--- src/rtl/peripheral_decoder.sv ---
// peripheral_decoder
//   Rebuilds keyboard and mouse events from the framed uplink byte stream.
//   Keyboard frame: E0 flag, F0 flag, scan code (3 bytes).
//   Mouse frame:    status, X, Y, Z (4 bytes).
//   Malformed, aborted (new SOF mid-frame) or stalled frames pulse frame_error.
//
// Ports
//   clk, reset                   clock, async active-high reset
//   rx_valid/rx_sof/rx_kind      byte strobe, start-of-frame, frame kind (1=mouse)
//   rx_data[7:0]                 payload byte
//   key_valid, key_code,
//   key_extended, key_release    decoded key event (pulse + held data)
//   mouse_valid, mouse_buttons,
//   mouse_dx/dy/dz, mouse_ovf    decoded mouse event (pulse + held data)
//   frame_error                  pulse per dropped/rejected frame or stray byte
//   key_count, mouse_count       accepted event counters (wrapping)
module peripheral_decoder #(
  parameter logic [15:0] TIMEOUT = 16'd50000
) (
  input  logic       clk,
  input  logic       reset,
  input  logic       rx_valid,
  input  logic       rx_sof,
  input  logic       rx_kind,
  input  logic [7:0] rx_data,
  output logic       key_valid,
  output logic [7:0] key_code,
  output logic       key_extended,
  output logic       key_release,
  output logic       mouse_valid,
  output logic [2:0] mouse_buttons,
  output logic [8:0] mouse_dx,
  output logic [8:0] mouse_dy,
  output logic [7:0] mouse_dz,
  output logic [1:0] mouse_ovf,
  output logic       frame_error,
  output logic [15:0] key_count,
  output logic [15:0] mouse_count
);

  typedef enum logic [1:0] {IDLE, KEY, MOUSE} state_t;

  state_t      state, state_nxt;
  logic [1:0]  idx, idx_nxt;
  logic [15:0] cnt, cnt_nxt;
  logic [7:0]  byte0, byte1, byte2;
  logic        st0, st1, st2;
  logic        key_ok, mouse_ok, err;
  logic        key_legal;

  assign key_legal = ((byte0 == 8'h00) || (byte0 == 8'hE0)) &&
                     ((byte1 == 8'h00) || (byte1 == 8'hF0));

  always_ff @(posedge clk or posedge reset) begin
    if (reset) state <= IDLE;
    else       state <= state_nxt;
  end

  always_comb begin
    state_nxt = state;
    idx_nxt   = idx;
    cnt_nxt   = 16'd0;
    st0       = 1'b0;
    st1       = 1'b0;
    st2       = 1'b0;
    key_ok    = 1'b0;
    mouse_ok  = 1'b0;
    err       = 1'b0;
    case (state)
      IDLE: begin
        idx_nxt = 2'd0;
        if (rx_valid) begin
          if (rx_sof) begin
            st0       = 1'b1;
            idx_nxt   = 2'd1;
            state_nxt = rx_kind ? MOUSE : KEY;
          end else begin
            err = 1'b1;
          end
        end
      end
      KEY, MOUSE: begin
        if (rx_valid && rx_sof) begin
          // Restart: drop the partial frame, this byte opens the new one.
          err       = 1'b1;
          st0       = 1'b1;
          idx_nxt   = 2'd1;
          state_nxt = rx_kind ? MOUSE : KEY;
        end else if (rx_valid) begin
          if (state == KEY) begin
            if (idx == 2'd1) begin
              st1     = 1'b1;
              idx_nxt = 2'd2;
            end else begin
              key_ok    = key_legal;
              err       = !key_legal;
              idx_nxt   = 2'd0;
              state_nxt = IDLE;
            end
          end else begin
            if (idx == 2'd1) begin
              st1     = 1'b1;
              idx_nxt = 2'd2;
            end else if (idx == 2'd2) begin
              st2     = 1'b1;
              idx_nxt = 2'd3;
            end else begin
              mouse_ok  = byte0[3];
              err       = !byte0[3];
              idx_nxt   = 2'd0;
              state_nxt = IDLE;
            end
          end
        end else if (cnt == TIMEOUT - 16'd1) begin
          // TIMEOUT idle edges since the last byte: abort.
          err       = 1'b1;
          idx_nxt   = 2'd0;
          state_nxt = IDLE;
        end else begin
          cnt_nxt = cnt + 16'd1;
        end
      end
      default: begin
        state_nxt = IDLE;
        idx_nxt   = 2'd0;
      end
    endcase
  end

  always_ff @(posedge clk or posedge reset) begin
    if (reset) begin
      idx           <= 2'd0;
      cnt           <= 16'd0;
      byte0         <= 8'h00;
      byte1         <= 8'h00;
      byte2         <= 8'h00;
      key_valid     <= 1'b0;
      key_code      <= 8'h00;
      key_extended  <= 1'b0;
      key_release   <= 1'b0;
      mouse_valid   <= 1'b0;
      mouse_buttons <= 3'd0;
      mouse_dx      <= 9'd0;
      mouse_dy      <= 9'd0;
      mouse_dz      <= 8'h00;
      mouse_ovf     <= 2'd0;
      frame_error   <= 1'b0;
      key_count     <= 16'd0;
      mouse_count   <= 16'd0;
    end else begin
      idx         <= idx_nxt;
      cnt         <= cnt_nxt;
      key_valid   <= key_ok;
      mouse_valid <= mouse_ok;
      frame_error <= err;
      if (st0) byte0 <= rx_data;
      if (st1) byte1 <= rx_data;
      if (st2) byte2 <= rx_data;
      if (key_ok) begin
        key_code     <= rx_data;
        key_extended <= (byte0 == 8'hE0);
        key_release  <= (byte1 == 8'hF0);
        key_count    <= key_count + 16'd1;
      end
      if (mouse_ok) begin
        mouse_buttons <= byte0[2:0];
        mouse_dx      <= {byte0[4], byte1};
        mouse_dy      <= {byte0[5], byte2};
        mouse_dz      <= rx_data;
        mouse_ovf     <= {byte0[7], byte0[6]};
        mouse_count   <= mouse_count + 16'd1;
      end
    end
  end

endmodule
--- config.mk ---
export PLATFORM = sky130hd
export DESIGN_NAME = peripheral_decoder
export DESIGN_NICKNAME = d
export VERILOG_FILES = /design/src/rtl/peripheral_decoder.sv
export SDC_FILE = /design/constraint.sdc
export NUM_CORES = 1
export LEC_CHECK = 0
export CELL_PAD_IN_SITES_DETAIL_PLACEMENT = 0
export CELL_PAD_IN_SITES_GLOBAL_PLACEMENT = 1
export CORE_UTILIZATION = 40
export CTS_CLUSTER_SIZE = 10
export DETAILED_ROUTE_END_ITERATION = 7
export HOLD_SLACK_MARGIN = 0.03
export PLACE_DENSITY_LB_ADDON = 0.25
export SLEW_MARGIN = 0
export SYNTH_ARGS = -nofsm -noshare
export SYNTH_HDL_FRONTEND = slang
export SYNTH_SLANG_ARGS = --single-unit
export TNS_END_PERCENT = 10
--- constraint.sdc ---
create_clock -name clk -period 4.7 [get_ports clk]
set_input_delay 0.94 -clock clk [delete_from_list [all_inputs] [get_ports clk]]
set_output_delay 0.94 -clock clk [all_outputs]
set_load 0.02 [all_outputs]
==> metrics.cfg <==
[floorplanning]
die_area_sq_um = 13300
ioPinCount = 89
initial_utilization = 0.409
die_h_um = 115
die_w_um = 115
core_area_sq_um = 12600
rows = 41

[synth]
ys_seq_area_frac = 0.584
yosys.area.top_type_share = 0.584
ys_ff_latch = 120
synth_edf_count = 0
syn_area_per_cell_sq_um = 11.5
synth-warning-count = 0
synthesis.area_sq_um = 5140
synth.distinct_cells = 43
synth_top_cells_by_area = dfrtp_1, mux2_2, nand2_1
synth_nets = 471
ys.flop_type = dfrtp_1
yosysTopAreaCell = dfrtp_1
netlist_instances = 449
synth-async-reset-ratio = 1.00

[global_routing]
grt_pass1_vias = 3620
grt_pass1_wl_um = 18600
grt_max_degree = 47
antenna_found_initial = 0
overflow = 0
grt_use_total = 0.184

[timing]
hold_viol_final = 0
setup_violations = 0
drv_slew = 0
period_minus_slack_ns = 3.18
hold-worst-slack_ns = 0.462
period_share = 0.677
finClkSkew_ns = 0.00713
worst_slew_pin_slew_ns = 1.05
timing.fmax_mhz = 314
fin_tns_setup_ns = 0
rsz0062_at_grt = false
relSlewSlack = 0.297

[job]
drv_cap = 0

[final_layout]
drive_gt1_frac = 0.152
insertedDiodeCount = 0
area_growth_pct = 32.1
layout.nets = 572
nFillCells = 1115

[routing]
dr.pass1.iters = 4
dr_total_vias = 3623
drc = 0
drt.antenna.violating_nets = 0
wl_per_cell_um = 15.2
drt_iter0_drc = 188
wl_um = 11100
vias_per_cell = 4.94

[clocking]
h-tree-depth = 4
clk_latency_ns = 0.41
cts_tree = built
clock-sinks = 120
cts.clk_slew.worst_paths_ns = 0.05
ctsLongestPathBuffers = 2
cts_buffers = 17
cts_hold_buf = 0
post_cts_buffers = 0
root_buffer = clkbuf_16
cts_resized = 0

[setup_path]
critPathCaptureType = register
path_cells = clkdlybuf4s50_1 > and3b_1 > nand2_1 > or4_1 > nor3_1 > xnor2_1
path_delay_family = simple AND/OR/NAND/NOR gates
crit_fanout = 19
critPathMaxStageDelay_ns = 0.95
cp_slowest_cell = or4_1
crit_required_ns = 5.02
path_class = input port to register
cp_num_buf_inv = 1
cp-start-kind = input port
arrival_ns = 3.50

[placement]
portBuffers = 88
place_congestion = 0.774
dp_hpwl_um = 7730

[hold_path]
hold_path_class = register to register

[pwr]
ir_worst_vdd_uv = 255
leakagePower_nw = 3.08
power_density_nw_per_um2 = 540

[run_status]
status = completed

[power by group]
group / internal, W / switching, W
clock network: 0.000837 / 0.000431
registers: 0.00128 / 0.000174
logic: 0.000458 / 0.000488
total: 0.00258 / 0.00109
[cell usage after synthesis (2+ instances only)]
cell and count:
xor2_1 14, a31oi_1 2, nor2b_1 3, nand4_1 14
nand2_1 90, and3_1 9, or4bb_1 2, or3_1 2
dfrtp_1 120, clkbuf_1 4, inv_1 11, xnor2_1 29
nor3_1 8, nand3_1 21, o22ai_1 2, buf_6 2
or4_1 3, buf_2 2, o31ai_1 2, buf_1 2
ha_1 9, nor4_1 2, nor2_1 28, mux2_2 43
o21ai_0 2, and4_1 4, nor2_2 3
[cell usage in the layout, fill, tap and decap left out, types with 2 or more instances in the layout]
master	synthesis	layout
o21ai_0	2	2
ha_1	9	9
clkdlybuf4s50_1	0	88
and4_1	4	4
or4bb_1	2	2
inv_1	11	10
nand4_1	14	14
nor2_2	3	3
mux2_2	43	43
or3_1	2	2
nor3_1	8	8
buf_4	1	5
or4_1	3	3
nor2_1	28	28
nor2b_1	3	3
o22ai_1	2	2
o31ai_1	2	2
xnor2_1	29	29
clkbuf_16	0	17
and3_1	9	9
clkinv_2	0	4
a31oi_1	2	2
nor4_1	2	2
bufinv_16	0	3
nand2_1	90	90
nand3_1	21	21
clkbuf_1	4	3
xor2_1	14	14
dfrtp_1	120	120
[path summary, 6_finish.rpt]
kind	start	to	slack, ns	cells past startpoint
min in group asynchronous	reset	key_count[0]$_DFFE_PP0P_	0.94	2
setup reg to reg	state[0]$_DFFE_PP0P_	key_count[8]$_DFFE_PP0P_	1.81	7
setup / recovery	rx_valid	key_count[8]$_DFFE_PP0P_	1.52	6
hold reg to reg	key_count[15]$_DFFE_PP0P_	key_count[15]$_DFFE_PP0P_	0.46	1
max in group asynchronous	reset	byte0[6]$_DFFE_PP0P_	2.79	3
hold / removal	key_count[15]$_DFFE_PP0P_	key_count[15]$_DFFE_PP0P_	0.46	1
[stage by stage]
stage,instance area (sq um),setup slack (ns),util,cells,total power [W]
6_report,6800,1.52,0.541,733,0.00367
2_1_floorplan,5140,0.574,-,449,0.00201
4_1_cts,6800,1.52,0.541,733,0.00371
3_3_place_gp,6220,1.20,0.495,703,0.00240
5_1_grt,6800,1.36,0.541,733,0.00387
3_5_place_dp,6220,1.10,0.495,703,0.00243
[sequential cells by signal, summed over array words and instances, names as in the netlist, 2 cells and up]
| name | count |
|---|---|
| mouse_buttons | 3 |
| state | 2 |
| mouse_ovf | 2 |
| byte1 | 8 |
| cnt | 16 |
| byte2 | 8 |
| mouse_dy | 9 |
| mouse_dx | 9 |
| mouse_count | 16 |
| byte0 | 8 |
| key_code | 8 |
| mouse_dz | 8 |
| key_count | 16 |
| idx | 2 |
[logic make-up after synthesis]
kind of cell               after synthesis  share of synthesized area
adders and majority gates                9                     0.0219
muxes                                   45                     0.0990
and+or+nand+nor                        197                      0.183
AOI/OAI and AO/OA                       12                     0.0156
xor gates and xnor gates                44                     0.0764
DFF                                    120                      0.584
buffers and inverters                   22                     0.0202
[metal layers]
layer / track usage / vias up / routed length [um]
met3: 0.0513 / 10 / 470
met2: 0.291 / 68 / 5220
met1: 0.246 / 1814 / 5350
met5: 0 / - / 0
li1: - / 1731 / -
met4: 0.0623 / 0 / 95
[final cells by class]
class,instances,area (sq um),area share
clock buffers,21,450,0.0663
clock inverters,9,126,0.0186
inverters,11,43.8,0.00644
multi-input cells,307,2040,0.300
flip-flops and latches,120,3000,0.442
well taps,172,215,0.0317
repair buffers,93,918,0.135
Note: power is estimated with default switching activity, not from simulation.
